## src/rtl/bc_bank_scheduler.sv

```systemverilog
// Slot scheduler for the time-multiplexed FIR bank: sequences four band slots per accepted
// sample, gates the input handshake, strobes cascade latches and tracks priming/underrun.
module bc_bank_scheduler #(
    parameter int unsigned PRIME_FRAMES = 19,
    parameter int unsigned FCW          = 8
) (
    input  logic           clock,
    input  logic           reset,
    input  logic           enable,
    input  logic           in_valid,
    output logic           in_ready,
    output logic           load_in,
    output logic           flush,
    output logic [1:0]     slot,
    output logic [2:0]     lat_en,
    output logic           out_valid,
    output logic [FCW-1:0] frame_cnt,
    output logic           underrun
);

    typedef enum logic [1:0] {
        StIdle,
        StFlush,
        StRun,
        StWait
    } state_e;

    localparam logic [FCW-1:0] CntMax = '1;
    localparam logic [1:0]     LastSlot = 2'd3;

    state_e         state_q, state_d;
    logic [1:0]     slot_q, slot_d;
    logic [FCW-1:0] cnt_q, cnt_d;
    logic           underrun_q, underrun_d;

    logic primed;
    logic at_boundary;

    assign primed      = 32'(cnt_q) >= PRIME_FRAMES;
    // A new sample may only enter between frames: while waiting, or in the last slot.
    assign at_boundary = (state_q == StWait) || ((state_q == StRun) && (slot_q == LastSlot));

    assign in_ready  = at_boundary & enable;
    assign load_in   = in_ready & in_valid;
    assign flush     = (state_q == StFlush);
    assign out_valid = (state_q == StRun) & primed;
    assign slot      = slot_q;
    assign frame_cnt = cnt_q;
    assign underrun  = underrun_q;

    // Each cascade stage latches once per frame, only while actually running.
    always_comb begin
        lat_en = 3'b000;
        if (state_q == StRun) begin
            unique case (slot_q)
                2'd0:    lat_en = 3'b010;
                2'd1:    lat_en = 3'b001;
                2'd2:    lat_en = 3'b000;
                2'd3:    lat_en = 3'b100;
                default: lat_en = 3'b000;
            endcase
        end
    end

    always_comb begin
        state_d = state_q;
        slot_d  = slot_q;
        unique case (state_q)
            StIdle: begin
                slot_d = 2'd0;
                if (enable) begin
                    state_d = StFlush;
                end
            end
            StFlush: begin
                state_d = StWait;
                slot_d  = LastSlot;
            end
            StWait: begin
                if (load_in) begin
                    state_d = StRun;
                    slot_d  = 2'd0;
                end else if (!enable) begin
                    state_d = StIdle;
                    slot_d  = 2'd0;
                end
            end
            StRun: begin
                if (slot_q != LastSlot) begin
                    slot_d = slot_q + 2'd1;
                end else if (!enable) begin
                    state_d = StIdle;
                    slot_d  = 2'd0;
                end else if (in_valid) begin
                    slot_d = 2'd0;
                end else begin
                    state_d = StWait;
                end
            end
            default: begin
                state_d = StIdle;
                slot_d  = 2'd0;
            end
        endcase
    end

    always_comb begin
        cnt_d      = cnt_q;
        underrun_d = underrun_q;
        if (flush) begin
            cnt_d      = '0;
            underrun_d = 1'b0;
        end else begin
            if (load_in && (cnt_q != CntMax)) begin
                cnt_d = cnt_q + FCW'(1);
            end
            // Starvation only counts once the cascade has produced real output.
            if ((state_q == StRun) && (slot_q == LastSlot) && enable && !in_valid && primed) begin
                underrun_d = 1'b1;
            end
        end
    end

    always_ff @(posedge clock or negedge reset) begin
        if (!reset) begin
            state_q    <= StIdle;
            slot_q     <= 2'd0;
            cnt_q      <= '0;
            underrun_q <= 1'b0;
        end else begin
            state_q    <= state_d;
            slot_q     <= slot_d;
            cnt_q      <= cnt_d;
            underrun_q <= underrun_d;
        end
    end

endmodule

```

## config.mk

```make
export PLATFORM = sky130hd
export DESIGN_NAME = bc_bank_scheduler
export DESIGN_NICKNAME = d
export VERILOG_FILES = /design/src/rtl/bc_bank_scheduler.sv
export SDC_FILE = /design/constraint.sdc
export NUM_CORES = 1
export LEC_CHECK = 0
export CAP_MARGIN = 10
export CORE_ASPECT_RATIO = 1.2
export CORE_UTILIZATION = 45
export DETAILED_ROUTE_END_ITERATION = 10
export PLACE_DENSITY = 0.85
export SKIP_LAST_GASP = 1
export SLEW_MARGIN = 20
export SYNTH_ARGS = -nofsm -noshare
export SYNTH_HDL_FRONTEND = slang
export SYNTH_SLANG_ARGS = --single-unit
```

## constraint.sdc

```tcl
create_clock -name clock -period 5.1 [get_ports clock]
set_input_delay 1.275 -clock clock [delete_from_list [all_inputs] [get_ports clock]]
set_output_delay 1.275 -clock clock [all_outputs]
set_load 0.01 [all_outputs]
```

Word-level counts from Yosys, hierarchy flattened
Cells that the tools add are included.

operators by class
  bitwise gates (word level) = 3
  magnitude comparators = 1
  mux-type cells = 18
  reductions and logical operators = 13
  $add $sub $neg = 2
  equal/unequal tests = 13

operators by type and width
  cell                 number
  $mux 2               10
  $mux 8               2
  $pmux 2 s4           2
  $pmux 3 s4           1
  $add 8x1->8 const B  1
  $eq 2x2->1 const B   4
  $ge 8x5->1 const B   1
  $ne 8x8->1 const B   1
  $ne 2x2->1 const B   3
  $ne 3x3->1 const B   2
  $logic_and 1x1->1    5
  $eq 2x1->1 const B   2
  $logic_not 2->1      2
  $ne 4x3->1 const B   1
  $reduce_and 4->1     1
  $reduce_bool 2->1    2
  $and 1x1->1          3
  $mux 3               1
  $add 2x1->2 const B  1
  $mux 1               2
  $reduce_and 2->1     1
  $logic_not 1->1      1
  $logic_or 1x1->1     1

word-level totals
  flip-flop bits (word level) = 13
  input bits = 4
  output and inout port bits = 18

Longest topological paths before layout
Gate-level depths: netlist of the first run.

  depth after elaboration = 8
  depth in mapped cells = 8

Least setup slack after synthesis of the first run
No wires, ideal clock.

  path type = input to output
  start point = in enable
  end point = out load_in
  required time = 3.825 ns
  slack = 2.339 ns
  path buffers = 0
  cell stages on the path = 2
  data arrival time = 1.486 ns
  path through = nand2_1 nor2_1

on the way
  word-level cells in the longest chain between the ends = 2

RTL lines
  item                line  RTL
  start: declaration  9     input logic enable,
  $and 1x1->1         43    assign in_ready = at_boundary & enable;
  $and 1x1->1         44    assign load_in = in_ready & in_valid;
  end: declaration    12    output logic load_in,

Every way passes these cells.

Final worst setup path of the first run
Ends and elaborated chain as after synthesis.

==> results of run 1 <==
-- final cells by class --
cell class | instances | share of cell area, %
repair buffers | 21 | 19.03
flip-flops and latches | 13 | 29.45
well taps | 19 | 2.152
multi-input cells | 75 | 45.30
clock buffers | 4 | 2.378
inverters | 5 | 1.699
-- layer usage --
layer	wire length (um)	up-vias	share of wire, %	track usage, %
met5	0	-	0	0
met2	1022	34	51	39.58
met1	813	404	41	22.71
met4	35	0	1.8	6.771
met3	112	6	5.6	4.029
li1	-	394	-	-
-- cells in the mapped netlist --
library cell	n
sky130_fd_sc_hd__dfrtp_1	13
sky130_fd_sc_hd__nand2_1	10
sky130_fd_sc_hd__ha_1	9
sky130_fd_sc_hd__a21oi_1	7
sky130_fd_sc_hd__o21ai_0	7
sky130_fd_sc_hd__inv_1	5
sky130_fd_sc_hd__nor2_1	5
sky130_fd_sc_hd__and2_1	4
sky130_fd_sc_hd__o31ai_1	4
sky130_fd_sc_hd__nand3_1	3
sky130_fd_sc_hd__nor2b_1	3
sky130_fd_sc_hd__or4_1	3
sky130_fd_sc_hd__a211oi_1	2
sky130_fd_sc_hd__or3_1	2
sky130_fd_sc_hd__a211o_1	1
sky130_fd_sc_hd__a21bo_2	1
sky130_fd_sc_hd__a21o_1	1
sky130_fd_sc_hd__a221oi_1	1
sky130_fd_sc_hd__a22oi_1	1
sky130_fd_sc_hd__a31oi_1	1
sky130_fd_sc_hd__and2b_1	1
sky130_fd_sc_hd__and3_1	1
sky130_fd_sc_hd__and4_1	1
sky130_fd_sc_hd__buf_4	1
sky130_fd_sc_hd__buf_6	1
sky130_fd_sc_hd__clkbuf_1	1
sky130_fd_sc_hd__mux2i_1	1
sky130_fd_sc_hd__nand4_1	1
sky130_fd_sc_hd__nor3_1	1
sky130_fd_sc_hd__nor3b_1	1
sky130_fd_sc_hd__o22ai_1	1
sky130_fd_sc_hd__or3_2	1
sky130_fd_sc_hd__xor2_1	1
-- through the flow --
| stage | cell area (um2) | power [mW] | cells | hold WS, ps | utilization, % |
|---|---|---|---|---|---|
| detailed placement | 1079 | 0.3508 | 133 | 519.0 | 58.96 |
| finish | 1105 | 0.4094 | 137 | 538.1 | 60.40 |
| CTS | 1105 | 0.4127 | 137 | 538.4 | 60.40 |
| global placement | 1079 | 0.3457 | 133 | 502.2 | 58.96 |
| global route | 1105 | 0.4466 | 137 | 601.0 | 60.40 |
| floorplan | 867.1 | 0.2776 | 96 | 526.7 | - |
-- report_power, final --
part | internal, mW | leakage, nW | total [mW] | switching (mW)
Clock | 0.0302 | 0.0150 | 0.0617 | 0.0315
Combinational | 0.0955 | 0.294 | 0.203 | 0.107
Sequential | 0.122 | 0.175 | 0.145 | 0.0233
Total | 0.247 | 0.483 | 0.409 | 0.162
-- cell families after synthesis --
kind of cell,share of synthesized area (%)
and+or+nand+nor,22.94
adders and majority gates,12.99
AOI/OAI and AO/OA,19.63
buffers and inverters,4.762
xor gates and xnor gates,1.010
DFF,37.52
muxes,1.154
-- critical path: stages --
cell	delay, ps
sky130_fd_sc_hd__clkdlybuf4s50_1	600
sky130_fd_sc_hd__nand2_1	110
sky130_fd_sc_hd__nor2_1	90
sky130_fd_sc_hd__clkdlybuf4s50_1	530
-- registers in the layout, indices dropped and copies added, names as in the netlist --
register / flops
state_q: 2
underrun: 1
slot: 2
frame_cnt: 8
-- final timing paths --
path	from	endpoint	slack, ps
max	enable	load_in	1210
min	underrun	underrun	540
max reg2reg	state_q[0]	frame_cnt[5]	2830
min reg2reg	underrun	underrun	540
max in group asynchronous	reset	state_q[0]	3310
min in group asynchronous	reset	underrun	1390
==> impl_metrics.xml, run 1 <==
<?xml version="1.0" encoding="UTF-8"?>
<metrics>
  <group name="sta">
    <metric name="final_count_of_negative_setup_slack_endpoints" unit="">0</metric>
    <metric name="final_hold_viol_count" unit="">0</metric>
    <metric name="final_max_slew_viol_count" unit="">0</metric>
    <metric name="max_slew.worst_pin.slew" unit="ps">620.9</metric>
    <metric name="timing.setup.tns" unit="ps">0</metric>
    <metric name="min_period" unit="ps">3892</metric>
    <metric name="final_period_utilization" unit="%">76.31</metric>
    <metric name="clock_skew" unit="ps">1.361</metric>
    <metric name="timing.final.ws_setup" unit="ps">1208</metric>
    <metric name="slew_headroom" unit="%">58.47</metric>
    <metric name="fmax" unit="MHz">256.9</metric>
    <metric name="rsz0062_at_grt" unit="">no</metric>
  </group>
  <group name="die">
    <metric name="floorplan.initialDensity" unit="%">47.40</metric>
    <metric name="die_area" unit="mm2">0.002107</metric>
    <metric name="die_w" unit="um">42.07</metric>
    <metric name="fp-row-count" unit="">17</metric>
    <metric name="coreArea" unit="mm2">0.001829</metric>
    <metric name="floorplan.die.height" unit="um">50.09</metric>
    <metric name="floorplan.io_pins" unit="">22</metric>
  </group>
  <group name="detailed_routing">
    <metric name="avgRoutedWirePerCell" unit="um">14.49</metric>
    <metric name="route.vias.total" unit="">838</metric>
    <metric name="drt_pre_antenna_iters" unit="">4</metric>
    <metric name="drt-vias-per-instance" unit="">6.117</metric>
    <metric name="antenna_left" unit="">0</metric>
    <metric name="drc_violation_count_after_routing" unit="">0</metric>
    <metric name="route.final.wire_length" unit="um">1985</metric>
    <metric name="drt_iter0_drc" unit="">7</metric>
  </group>
  <group name="placed_design">
    <metric name="io_buffers" unit="">21</metric>
    <metric name="place_worst_setup_slack" unit="ps">1215</metric>
    <metric name="gp_congestion" unit="">0.8367</metric>
    <metric name="detailed_place_hpwl" unit="um">1455</metric>
  </group>
  <group name="global_route">
    <metric name="first_global_vias" unit="">854</metric>
    <metric name="largest_net_degree_at_the_start_of_global_routing" unit="">15</metric>
    <metric name="grt_pass1_wl" unit="um">3505</metric>
    <metric name="grt-ovfl-total" unit="">0</metric>
    <metric name="grt_usage" unit="%">20.83</metric>
    <metric name="antenna_found_initial" unit="">0</metric>
  </group>
  <group name="cts">
    <metric name="clkLatencyLatePin" unit="ps">270</metric>
    <metric name="ctsHoldBuffers" unit="">0</metric>
    <metric name="cts_made_buffers" unit="">3</metric>
    <metric name="cts_setup_buffers" unit="">0</metric>
    <metric name="post_cts.resized_instances" unit="">0</metric>
    <metric name="tritoncts_clock_tree" unit="">done</metric>
    <metric name="ctsRootBufferMaster" unit="">sky130_fd_sc_hd__clkbuf_4</metric>
    <metric name="cts_num_sinks" unit="">13</metric>
    <metric name="max-clock-path-buffers" unit="">2</metric>
    <metric name="clock_tree.htree_level_count" unit="">1</metric>
    <metric name="clk_pin_slew_worst_paths" unit="ps">80</metric>
  </group>
  <group name="critical_path">
    <metric name="worstRegToRegCells" unit="">6</metric>
    <metric name="critPathKind" unit="">input port to output port</metric>
    <metric name="worst_setup_path_start_kind" unit="">input port</metric>
    <metric name="cp-end-kind" unit="">output port</metric>
    <metric name="worst-endpoint-required" unit="ps">3830</metric>
    <metric name="timing.critical_path.arrival" unit="ps">2620</metric>
    <metric name="cp_max_fo" unit="">8</metric>
  </group>
  <group name="final_layout">
    <metric name="reg_area" unit="um2">325.3</metric>
    <metric name="multiInputGateArea" unit="um2">500.5</metric>
    <metric name="antennaDiodeCount" unit="">0</metric>
    <metric name="fillers" unit="">178</metric>
    <metric name="finish.net_count" unit="">132</metric>
    <metric name="area.growth.synth_to_final" unit="%">27.42</metric>
    <metric name="drive_gt1_share" unit="%">4.237</metric>
    <metric name="most_common_library_cell_in_the_layout_ignoring_fill_and_taps" unit="">sky130_fd_sc_hd__clkdlybuf4s50_1</metric>
    <metric name="mostFrequentLayoutCells" unit="">21 x sky130_fd_sc_hd__clkdlybuf4s50_1, 13 x sky130_fd_sc_hd__dfrtp_1, 10 x sky130_fd_sc_hd__nand2_1</metric>
  </group>
  <group name="yosys">
    <metric name="yosys_register_bits" unit="">13</metric>
    <metric name="mean_syn_cell_area" unit="um2">9.032</metric>
    <metric name="post_synth_instance_area" unit="um2">867.1</metric>
    <metric name="synth_cell_type_count" unit="">33</metric>
    <metric name="synth_top_cell_by_area" unit="">sky130_fd_sc_hd__dfrtp_1</metric>
    <metric name="ys_seq_area_share" unit="%">37.52</metric>
    <metric name="synth_warnings" unit="">0</metric>
    <metric name="synth.net_count" unit="">109</metric>
    <metric name="synth.top_cells.by_area" unit="">sky130_fd_sc_hd__dfrtp_1 38%, sky130_fd_sc_hd__ha_1 13%, sky130_fd_sc_hd__nand2_1 4.3%</metric>
    <metric name="yosys.area.top_type_share" unit="%">37.52</metric>
    <metric name="synthCells" unit="">96</metric>
  </group>
  <group name="run_status">
    <metric name="outcome" unit="">finished, final reports clean</metric>
  </group>
  <group name="min_path">
    <metric name="min_delay_path_depth" unit="">2</metric>
    <metric name="holdCritPathClass" unit="">flop to flop</metric>
  </group>
  <group name="pwr">
    <metric name="vdd_drop_max" unit="uV">211.0</metric>
    <metric name="power_per_unit_of_standard_cell_area" unit="mW/mm2">370.6</metric>
    <metric name="leakagePower" unit="nW">0.4833</metric>
  </group>
  <group name="run">
    <metric name="max_cap_viol_count" unit="">0</metric>
  </group>
</metrics>
No activity file was read; power rests on OpenSTA's default activity.
==> run 2: changes to the inputs <==
- CORE_UTILIZATION: 45 -> 43
- clock period: 5.1 -> 3.46 ns (I/O delays scaled with it)
==> run 2 against run 1 <==
Routed wire length is 6.1% lower. Non-clock buffer count stayed put. Final area stayed put. Hold slack worse by 25 ps. Final cell count stayed put. Total power is 49% higher. Utilization is 1.4 points lower. Worst setup slack worse by 830 ps. Flip-flop and latch count stayed put. Clock skew is 3.2 ps higher. Largest cell class unchanged. Largest power group unchanged. Highest routed layer unchanged.
==> impl_metrics.xml, run 2 (synthesis gave the netlist of run 1 again) <==
<?xml version="1.0" encoding="UTF-8"?>
<metrics>
  <group name="global_route">
    <metric name="antenna_found_initial" unit="">0</metric>
    <metric name="grt_usage" unit="%">17.69</metric>
    <metric name="largest_net_degree_at_the_start_of_global_routing" unit="">15</metric>
    <metric name="grt-ovfl-total" unit="">0</metric>
    <metric name="grt_pass1_wl" unit="um">2960</metric>
    <metric name="first_global_vias" unit="">714</metric>
  </group>
  <group name="sta">
    <metric name="timing.setup.tns" unit="ps">0</metric>
    <metric name="final_hold_viol_count" unit="">0</metric>
    <metric name="final_period_utilization" unit="%">89.09</metric>
    <metric name="max_slew.worst_pin.slew" unit="ps">606.3</metric>
    <metric name="final_max_slew_viol_count" unit="">0</metric>
    <metric name="clock_skew" unit="ps">4.514</metric>
    <metric name="slew_headroom" unit="%">59.45</metric>
    <metric name="final_count_of_negative_setup_slack_endpoints" unit="">0</metric>
    <metric name="rsz0062_at_grt" unit="">no</metric>
    <metric name="min_period" unit="ps">3082</metric>
    <metric name="fmax" unit="MHz">324.4</metric>
  </group>
  <group name="cts">
    <metric name="clock_tree.htree_level_count" unit="">1</metric>
    <metric name="tritoncts_clock_tree" unit="">done</metric>
    <metric name="ctsRootBufferMaster" unit="">sky130_fd_sc_hd__clkbuf_4</metric>
    <metric name="cts_num_sinks" unit="">13</metric>
    <metric name="ctsHoldBuffers" unit="">0</metric>
    <metric name="post_cts.resized_instances" unit="">0</metric>
    <metric name="clk_pin_slew_worst_paths" unit="ps">70</metric>
    <metric name="cts_setup_buffers" unit="">0</metric>
    <metric name="clkLatencyLatePin" unit="ps">280</metric>
    <metric name="cts_made_buffers" unit="">3</metric>
    <metric name="max-clock-path-buffers" unit="">2</metric>
  </group>
  <group name="detailed_routing">
    <metric name="route.final.wire_length" unit="um">1864</metric>
    <metric name="antenna_left" unit="">0</metric>
    <metric name="drt-vias-per-instance" unit="">5.723</metric>
    <metric name="drc_violation_count_after_routing" unit="">0</metric>
    <metric name="avgRoutedWirePerCell" unit="um">13.61</metric>
    <metric name="drt_pre_antenna_iters" unit="">4</metric>
    <metric name="drt_iter0_drc" unit="">18</metric>
    <metric name="route.vias.total" unit="">784</metric>
  </group>
  <group name="final_layout">
    <metric name="mostFrequentLayoutCells" unit="">21 x sky130_fd_sc_hd__clkdlybuf4s50_1, 13 x sky130_fd_sc_hd__dfrtp_1, 10 x sky130_fd_sc_hd__nand2_1</metric>
    <metric name="largest_reg_flops" unit="">8</metric>
    <metric name="fillers" unit="">161</metric>
    <metric name="antennaDiodeCount" unit="">0</metric>
    <metric name="area.growth.synth_to_final" unit="%">27.42</metric>
    <metric name="drive_gt1_share" unit="%">4.237</metric>
    <metric name="most_common_library_cell_in_the_layout_ignoring_fill_and_taps" unit="">sky130_fd_sc_hd__clkdlybuf4s50_1</metric>
    <metric name="final_core_utilization" unit="%">59.02</metric>
    <metric name="finish.net_count" unit="">132</metric>
  </group>
  <group name="critical_path">
    <metric name="critical_path.max_stage_delay" unit="ps">600</metric>
    <metric name="worst-endpoint-required" unit="ps">2590</metric>
    <metric name="cp-end-kind" unit="">output port</metric>
    <metric name="cp_max_fo" unit="">8</metric>
    <metric name="rrSetupSlack" unit="ps">1200</metric>
    <metric name="critical_path.cell_chain" unit="">clkdlybuf4s50_1 -&gt; nand2_1 -&gt; nor2_1 -&gt; clkdlybuf4s50_1</metric>
    <metric name="cpMaxStageDelayCell" unit="">sky130_fd_sc_hd__clkdlybuf4s50_1</metric>
    <metric name="timing.critical_path.arrival" unit="ps">2220</metric>
    <metric name="worst_setup_path_start_kind" unit="">input port</metric>
    <metric name="critPathKind" unit="">input port to output port</metric>
    <metric name="cp_common_cell" unit="">sky130_fd_sc_hd__clkdlybuf4s50_1</metric>
  </group>
  <group name="die">
    <metric name="coreArea" unit="mm2">0.001872</metric>
    <metric name="floorplan.io_pins" unit="">22</metric>
    <metric name="floorplan.die.height" unit="um">51.19</metric>
    <metric name="die_w" unit="um">42.99</metric>
    <metric name="floorplan.initialDensity" unit="%">46.32</metric>
    <metric name="fp-row-count" unit="">17</metric>
    <metric name="die_area" unit="mm2">0.002201</metric>
  </group>
  <group name="pwr">
    <metric name="power_per_unit_of_standard_cell_area" unit="mW/mm2">550.7</metric>
    <metric name="leakagePower" unit="nW">0.4833</metric>
    <metric name="vdd_drop_max" unit="uV">258.7</metric>
  </group>
  <group name="placed_design">
    <metric name="detailed_place_hpwl" unit="um">1378</metric>
    <metric name="gp_congestion" unit="">0.8509</metric>
    <metric name="io_buffers" unit="">21</metric>
  </group>
  <group name="run">
    <metric name="max_cap_viol_count" unit="">0</metric>
  </group>
  <group name="min_path">
    <metric name="holdCritPathClass" unit="">flop to flop</metric>
  </group>
  <group name="run_status">
    <metric name="outcome" unit="">finished, final reports clean</metric>
  </group>
</metrics>
[run 2: worst max-delay path: cells and delay by family]
kind | cells | cell delay (ps)
and+or+nand+nor | 2 | 210
buffers and inverters | 2 | 1130
[run 2: area by class of cell]
class | instances | area (um2) | area share, %
clock buffer | 4 | 26.28 | 2.378
inverter | 5 | 18.77 | 1.699
multi-input combinational | 75 | 500.5 | 45.30
sequential | 13 | 325.3 | 29.45
tap | 19 | 23.77 | 2.152
timing repair buffer | 21 | 210.2 | 19.03
[run 2: path summary, 6_finish.rpt]
path	startpoint	to	depth (start not counted)
worst max-delay path	enable	load_in	4
worst min-delay path	underrun	underrun	2
worst max register to register	state_q[0]	frame_cnt[7]	6
worst min register to register	underrun	underrun	2
max in group asynchronous	reset	slot[1]	1
min in group asynchronous	reset	frame_cnt[4]	1
[run 2: layer usage]
layer | GRT usage (%) | part of all wire (%) | vias up
met2 | 31.31 | 50 | 31
li1 | - | - | 389
met1 | 19.78 | 44 | 360
met3 | 2.473 | 5.3 | 4
met4 | 10.61 | 0.86 | 0
met5 | 0 | 0 | -
[run 2: power by group]
part	total [mW]	internal, mW	switching (mW)
logic	0.303	0.141	0.163
clock network	0.0935	0.0448	0.0487
registers	0.212	0.179	0.0323
total	0.608	0.365	0.244
[run 2: per-stage QoR]
stage,area [um2],std cells,hold WS (ps),total power [mW],setup slack [ps]
2_1_floorplan,867.1,96,526.7,0.4093,1419
5_1_grt,1105,137,559.9,0.6618,312.9
4_1_cts,1105,137,519.8,0.6142,380.4
3_3_place_gp,1079,133,482.5,0.5080,433.2
6_report,1105,137,512.7,0.6084,377.7
3_5_place_dp,1079,133,502.1,0.5194,387.5
==> run 3: changes to the inputs <==
- SLEW_MARGIN: 20 -> 10
==> results of run 3 <==
Same layout as run 2: the final DEF is identical, and so are final timing and power.
